===== config.mk =====
export PLATFORM = sky130hd
export DESIGN_NAME = sync_fifo
export DESIGN_NICKNAME = d
export VERILOG_FILES = /design/src/rtl/sync_fifo.sv
export SDC_FILE = /design/constraint.sdc
export NUM_CORES = 1
export LEC_CHECK = 0
export ABC_CLOCK_PERIOD_IN_PS = 5200
export CAP_MARGIN = 20
export CELL_PAD_IN_SITES_DETAIL_PLACEMENT = 0
export CELL_PAD_IN_SITES_GLOBAL_PLACEMENT = 1
export CORE_UTILIZATION = 42
export DETAILED_ROUTE_END_ITERATION = 8
export PLACE_DENSITY = 0.65
export SLEW_MARGIN = 10
export SYNTH_ARGS = -nofsm -noshare
export SYNTH_HDL_FRONTEND = slang
export SYNTH_SLANG_ARGS = --single-unit

===== constraint.sdc =====
create_clock -name Clk -period 5.2 [get_ports Clk]
set_clock_uncertainty 0.1 [all_clocks]
set_input_delay 1.04 -clock Clk [delete_from_list [all_inputs] [get_ports Clk]]
set_output_delay 1.04 -clock Clk [all_outputs]
set_load 0.005 [all_outputs]

===== src/rtl/sync_fifo.sv =====
// Synchronous FIFO with registered occupancy flags and sticky error flags.
// Define FIFO_FWFT_EN for first-word fall-through reads; default is a registered read.
module sync_fifo #(
  parameter int unsigned DATA_WIDTH    = 8,
  parameter int unsigned DATA_DEPTH    = 128,
  parameter int unsigned AFULL_THRESH  = DATA_DEPTH - 4,
  parameter int unsigned AEMPTY_THRESH = 4
) (
  input  logic                        Clk,
  input  logic                        Reset,
  input  logic [DATA_WIDTH-1:0]       data_in,
  input  logic                        wr_en,
  input  logic                        rd_en,
  input  logic                        clr_err,
  output logic [DATA_WIDTH-1:0]       data_out,
  output logic                        full,
  output logic                        empty,
  output logic                        almost_full,
  output logic                        almost_empty,
  output logic [$clog2(DATA_DEPTH):0] count,
  output logic                        overflow,
  output logic                        underflow
);

  localparam int unsigned AW = $clog2(DATA_DEPTH);
  localparam int unsigned CW = AW + 1;

  logic [DATA_WIDTH-1:0] mem_q [DATA_DEPTH];

  logic [AW-1:0] wr_ptr_q, wr_ptr_d;
  logic [AW-1:0] rd_ptr_q, rd_ptr_d;
  logic [CW-1:0] count_q, count_d;
  logic          full_q, full_d;
  logic          empty_q, empty_d;
  logic          afull_q, afull_d;
  logic          aempty_q, aempty_d;
  logic          ovf_q, ovf_d;
  logic          unf_q, unf_d;
  logic          rd_acc, wr_acc;

  always_comb begin
    rd_acc   = rd_en & ~empty_q;
    // A full FIFO still takes a write when a read frees a slot in the same cycle.
    wr_acc   = wr_en & (~full_q | rd_acc);
    wr_ptr_d = wr_acc ? wr_ptr_q + AW'(1) : wr_ptr_q;
    rd_ptr_d = rd_acc ? rd_ptr_q + AW'(1) : rd_ptr_q;
    count_d  = count_q;
    unique case ({wr_acc, rd_acc})
      2'b10:   count_d = count_q + CW'(1);
      2'b01:   count_d = count_q - CW'(1);
      default: count_d = count_q;
    endcase
    full_d   = (count_d == CW'(DATA_DEPTH));
    empty_d  = (count_d == '0);
    afull_d  = (count_d >= CW'(AFULL_THRESH));
    aempty_d = (count_d <= CW'(AEMPTY_THRESH));
    // A new error event wins over a simultaneous clear.
    ovf_d    = (wr_en & ~wr_acc) | (ovf_q & ~clr_err);
    unf_d    = (rd_en & ~rd_acc) | (unf_q & ~clr_err);
  end

  always_ff @(posedge Clk) begin
    if (Reset) begin
      wr_ptr_q <= '0;
      rd_ptr_q <= '0;
      count_q  <= '0;
      full_q   <= 1'b0;
      empty_q  <= 1'b1;
      afull_q  <= 1'b0;
      aempty_q <= 1'b1;
      ovf_q    <= 1'b0;
      unf_q    <= 1'b0;
    end else begin
      wr_ptr_q <= wr_ptr_d;
      rd_ptr_q <= rd_ptr_d;
      count_q  <= count_d;
      full_q   <= full_d;
      empty_q  <= empty_d;
      afull_q  <= afull_d;
      aempty_q <= aempty_d;
      ovf_q    <= ovf_d;
      unf_q    <= unf_d;
    end
  end

  always_ff @(posedge Clk) begin
    if (wr_acc && !Reset) begin
      mem_q[wr_ptr_q] <= data_in;
    end
  end

`ifdef FIFO_FWFT_EN
  // Head entry is driven straight from storage; only registered state feeds it.
  assign data_out = empty_q ? '0 : mem_q[rd_ptr_q];
`else
  logic [DATA_WIDTH-1:0] dout_q;

  always_ff @(posedge Clk) begin
    if (Reset) begin
      dout_q <= '0;
    end else if (rd_acc) begin
      dout_q <= mem_q[rd_ptr_q];
    end
  end

  assign data_out = dout_q;
`endif

  assign full         = full_q;
  assign empty        = empty_q;
  assign almost_full  = afull_q;
  assign almost_empty = aempty_q;
  assign count        = count_q;
  assign overflow     = ovf_q;
  assign underflow    = unf_q;

endmodule


Word-level counts from Yosys, hierarchy flattened

Memories as Yosys holds them, arrays and structs flattened. A register that Yosys moved wholly into a read port is not among the register bits.
Index checks and enable logic that the tools add are counted.

Bits in registers: 28
Memory bits (writable): 1024
Output and inout port bits: 22
Word-level logic and storage cells: 39
Memories: 1

Memories:

| memory | words | width | rd ports | clocked after Yosys merged registers in | write ports | RTL line | text |
|---|---|---|---|---|---|---|---|
| mem_q  | 128   | 8     | 1        | 1                                       | 1           | 28       | `logic [DATA_WIDTH-1:0] mem_q [DATA_DEPTH];` |

Add/sub/neg operators: 4
Magnitude comparators: 2
Equality and inequality tests: 3
Muxes and demuxes: 3
Bitwise logic cells: 14
Reductions and logical operators: 3

Operators with widths:

| operator              | number |
|---|---|
| $pmux W8 S2           | 1 |
| $add A7 B1 Y7 const B | 2 |
| $add A8 B1 Y8 const B | 1 |
| $eq A8 B8 Y1 const B  | 1 |
| $ge A8 B7 Y1 const B  | 1 |
| $le A8 B3 Y1 const B  | 1 |
| $logic_not A8 Y1      | 1 |
| $sub A8 B1 Y8 const B | 1 |
| $and A1 B1 Y1         | 6 |
| $not A1 Y1            | 5 |
| $or A1 B1 Y1          | 3 |
| $eq A2 B1 Y1 const B  | 1 |
| $eq A2 B2 Y1 const B  | 1 |
| $mux W1               | 2 |
| $logic_and A1 B1 Y1   | 1 |
| $logic_not A1 Y1      | 1 |

Longest topological paths before layout

Depth in word-level cells: 7
Gate-level depth with buffers: 13

Worst setup path before layout

No wires, ideal clock.

Kind: input to register
From: input port rd_en
To: register full_q, in the netlist full
Arrival time: 3.681 ns
Required time: 5.013 ns
Slack: 1.332 ns
Stages on the path: 13
Buffers on the path: 1
Path through: nand2b_4 -> a21boi_1 -> inv_1 -> ha_1 -> clkbuf_1 -> xor2_1 -> ha_1 -> and4b_1 -> a211oi_1 -> o211ai_1 -> a32o_1 -> and4bb_1 -> nor4b_2

Cells in the longest elaborated chain, start to end: 6
Elaborated cells between the ends (all ways): 7

Ends and longest elaborated chain:

| element                                      | RTL line | text |
|---|---|---|
| from (decl)                                  | 13       | `input logic rd_en,` |
| $and A1 B1 Y1 (*)                            | 42       | `rd_acc = rd_en & ~empty_q;` |
| $or A1 B1 Y1                                 | 44       | `wr_acc = wr_en & (~full_q \| rd_acc);` |
| $and A1 B1 Y1                                | 44       |  |
| $eq A2 B1 Y1 or $eq A2 B2 Y1 (tied branches) | 48       | `unique case ({wr_acc, rd_acc})` |
| $pmux W8 S2 (*)                              | 48       |  |
| $eq A8 B8 Y1 (*)                             | 53       | `full_d = (count_d == CW'(DATA_DEPTH));` |
| to (signal assigned)                         | 77       | `full_q <= full_d;` |
| to (decl)                                    | 33       | `logic full_q, full_d;` |

Every way passes the cells marked *; elsewhere a longest branch is shown, timed or not.
A chain may end at the register's enable or synchronous reset.

Final worst setup path

Ends and elaborated chain as after synthesis.

==> results.md <==
- Outcome: finished clean
- Standard-cell rows: 115
- Clock buffer depth: 3
- Data required, critical path: 5.70 ns
- Count of antenna diodes in the layout: 0
- Post-placement cell area: roughly 44,000 µm²
- Final min period: 3.95 ns
- Final hold violation count: 0
- # H-tree levels: 3
- Via count of the first global-routing pass: 21,900
- Placed wire-length estimate after detailed placement: around 66 mm
- Top achievable clock speed: ~250 MHz
- Share of the cycle needed by the critical path after routing: 75.9%
- Hold Crit Depth: 2
- Wire length of the first global-routing pass: 153 mm
- Die X-Extent: 319 µm
- Quantity of hold-fixing buffers added after cts: 0
- Max stage delay cell, worst path: clkdlybuf4s50_1
- Crit Reg-Reg Startpoint: rd_ptr_q[0]
- Number of placed cells counting well taps: 3,525
- Final std cell area, no fill: between 40,000 and 50,000 µm²
- Grt ovf: 0
- Largest stage delay on the critical path: 0.52 ns
- Count of unique library cells instantiated by Yosys: 73
- Clock edge transition at the registers on the reported setup and hold paths: 0.06 ns
- Final setup violating endpoints: 0
- Unrepaired setup endpoints after global routing: false
- Worst slew margin relative to its limit: a little under a quarter
- Worst min-delay path endpoint: overflow
- Most frequent standard cell in the layout excluding fill and tap cells: edfxtp_1
- Reg2Reg Capture Point: data_out[6]
- Number of vias in the routed layout: 21,400
- Average wire per standard cell: 28.0 µm
- Type of the worst setup path: input port to register
- Total detailed-routing wirelength: 104 mm
- Number of clock buffers inserted by TritonCTS: 108
- Number of antenna violations at the first check in global routing: 2
- Most frequently used flop master after synthesis: edfxtp_1
- Die Y-Extent: roughly 320 µm
- Max-cap violations: 0
- TritonRoute pass-1 iters: 5
- Number of enable flip-flop cells after synthesis: 1,024
- Number of nets in the layout: roughly 2,400
- Worst hold path startpoint: overflow
- Post-route DRC: 0
- Pwr Density: 400 nW/µm²
- Worst Reg-to-Reg Cells: 6
- Maximum vdd ir drop: 277 µV
- Synthesized netlist cell count: ~2,300
- Async set-or-reset flop fraction in the synthesized netlist: 0%
- Reg2Reg Setup Slack: approximately 1.5 ns
- Core Area: 98,900 µm²
- Count of filler cells inserted in the layout: between 8,000 and 9,000
- Slew at the pin closest to its max-slew limit: around 1.2 ns
- Post-CTS setup repair buffer count: 0
- Sequential fraction of the synthesis area: 74.8%
- CP startpoint kind: input port
- Non-filler cells, final: 3,724
- Final-report max-slew violation count: 0
- Cell at the root of the clock tree: clkbuf_16
- Count of yosys warnings during synthesis: 0
- Clk sink count: approximately 1,100
- Overall Global Routing Usage: 20.7%
- Arrival time reported for the critical path endpoint: 4.45 ns
- Commonest cells after routing, fill and taps aside: edfxtp_1, mux2i_1, nor2_1
- Clock latency reported for the late side of the worst-skew pair: 0.70 ns
- Max FO, Critical Path: 14
- Hold Worst Slack: 0.408 ns
- Total Negative Setup Slacks: 0 ns
- Register bit total from synthesis: 1,060
- Per-instance average area after synthesis: 18.6 µm²
- Crit path capture type: register
- Largest net degree at the start of global routing: 90
- 1st-iter DRT viols: 2,388
- Port Buf Inserts: 34
- Share of layout cells above drive strength 1: 16.5%
- Area of the mapped netlist: ~42,000 µm²
- Layout overhead on the synthesized area: 12.4%
- Classification of the worst-slack hold path: register to register
- Worst setup path startpoint: rd_en
- CTS tree: yes
- Via count normalized by instance count: 5.74
- Static Leak: 14.1 nW
- Syn nets: 2,285
- Ports: 35
- Die Footprint: 101,000 µm²
- Final ANT Viol Nets: 0
- Final estimated routing congestion in global placement: between 0.8 and 0.9
- Crit path cell chain: clkdlybuf4s50_1 -> nand2b_4 -> a21boi_1 -> buf_4 -> inv_1 -> ha_1 -> buf_4 -> xor2_1 -> ha_1 -> nor2b_1 -> a211oi_1 -> o211ai_1 -> a32o_1 -> and4bb_1 -> nor4b_2
- # resized after CTS: 0
- Starting density of the core: 42.6%
==> synthesized netlist by cell type, types with 3 or more instances <==
cell	count	area, µm²
nor3b_1	6	45.0
mux2_2	10	113
nand3_1	43	215
a21oi_1	37	185
inv_1	10	37.5
a211oi_1	27	203
mux4_1	11	289
nor3_1	6	30.0
clkbuf_1	40	150
a221oi_1	23	201
a211o_1	3	26.3
buf_6	18	203
nor2_1	168	631
edfxtp_1	1024	30700
nand2b_1	3	18.8
o2111ai_1	12	105
nand4_1	4	25.0
xor2_1	9	78.8
nand3b_1	3	22.5
or3_1	7	43.8
buf_4	20	150
nor2b_1	16	100
o21ai_0	25	125
dfxtp_1	36	721
and2_1	3	18.8
nor4_1	10	62.6
xnor2_1	9	78.8
buf_1	6	22.5
ha_1	5	62.6
o221ai_1	14	123
mux2i_1	267	2670
mux4_2	127	2860
o22ai_1	26	163
nand4b_1	9	78.8
nand2_1	68	255
buf_2	47	235
a22oi_1	70	526
a221oi_2	4	60.1
==> cells by family (layout without fill, tap and decap cells) <==
family	Yosys count	after routing	synth area share, %
DFF	1060	1060	74.8
muxes	415	415	14.1
and+or+nand+nor	363	363	4.08
AOI/OAI and AO/OA	258	258	4.41
buffers and inverters	148	318	2.12
xor gates and xnor gates	18	18	0.375
adders and majority gates	5	5	0.149
==> where the power goes <==
part / total, mW / internal (mW) / switching [mW] / leakage [nW]
clock network: 7.65 / 4.41 / 3.24 / 1.72
logic: 1.74 / 0.740 / 1.00 / 2.92
registers: 9.53 / 9.40 / 0.127 / 9.50
==> worst max path at each step <==
stage | endpoint | slack [ns] | cells after the start
after global placement | full | 0.58 | 15
after global routing | full | 1.03 | 15
after floorplan | full | 1.33 | 13
after CTS | full | 1.32 | 15
final | full | 1.25 | 15
after detailed placement | full | 0.60 | 15
==> sequential cells by signal, summed over array words and instances (netlist names) <==
register / flops
underflow: 1
almost_empty: 1
overflow: 1
data_out: 8
full: 1
empty: 1
almost_full: 1
wr_ptr_q: 7
rd_ptr_q: 7
count: 8
mem_q: 1024
==> area by class of cell <==
type / count / area (µm²) / share of cell area [%]
Clock buffer: 126 / 2770 / 5.85
Clock inverter: 71 / 722 / 1.53
Inverter: 10 / 37.5 / 0.0793
Multi-Input combinational cell: 1059 / 9740 / 20.6
Sequential cell: 1060 / 31500 / 66.5
Tap cell: 1287 / 1610 / 3.40
Timing Repair Buffer: 111 / 971 / 2.05
==> per-stage QoR <==
stage	utilization, %	worst slack [ns]	power [mW]
6_report	47.9	1.25	18.9
5_1_grt	47.9	1.03	19.5
4_1_cts	47.8	1.32	19.1
3_5_place_dp	44.3	0.597	11.5
3_3_place_gp	44.3	0.582	11.5
2_1_floorplan	-	1.33	10.9
==> routing by layer <==
layer	GRT usage (%)	share of wire [%]	vias to the layer above
met1	28.7	43	11200
met3	3.24	6.1	136
met5	0	0	-
met2	33.9	49	710
li1	-	-	9363
met4	5.52	2.0	0
==> critical path: cells and delay by family <==
kind,cells,cell delay (ns)
fa+ha+maj,2,0.48
xor+xnor,1,0.17
compound gates,4,0.92
simple gates,4,0.76
buf+inv,4,1.05
No activity file was read; power rests on OpenSTA's default activity.
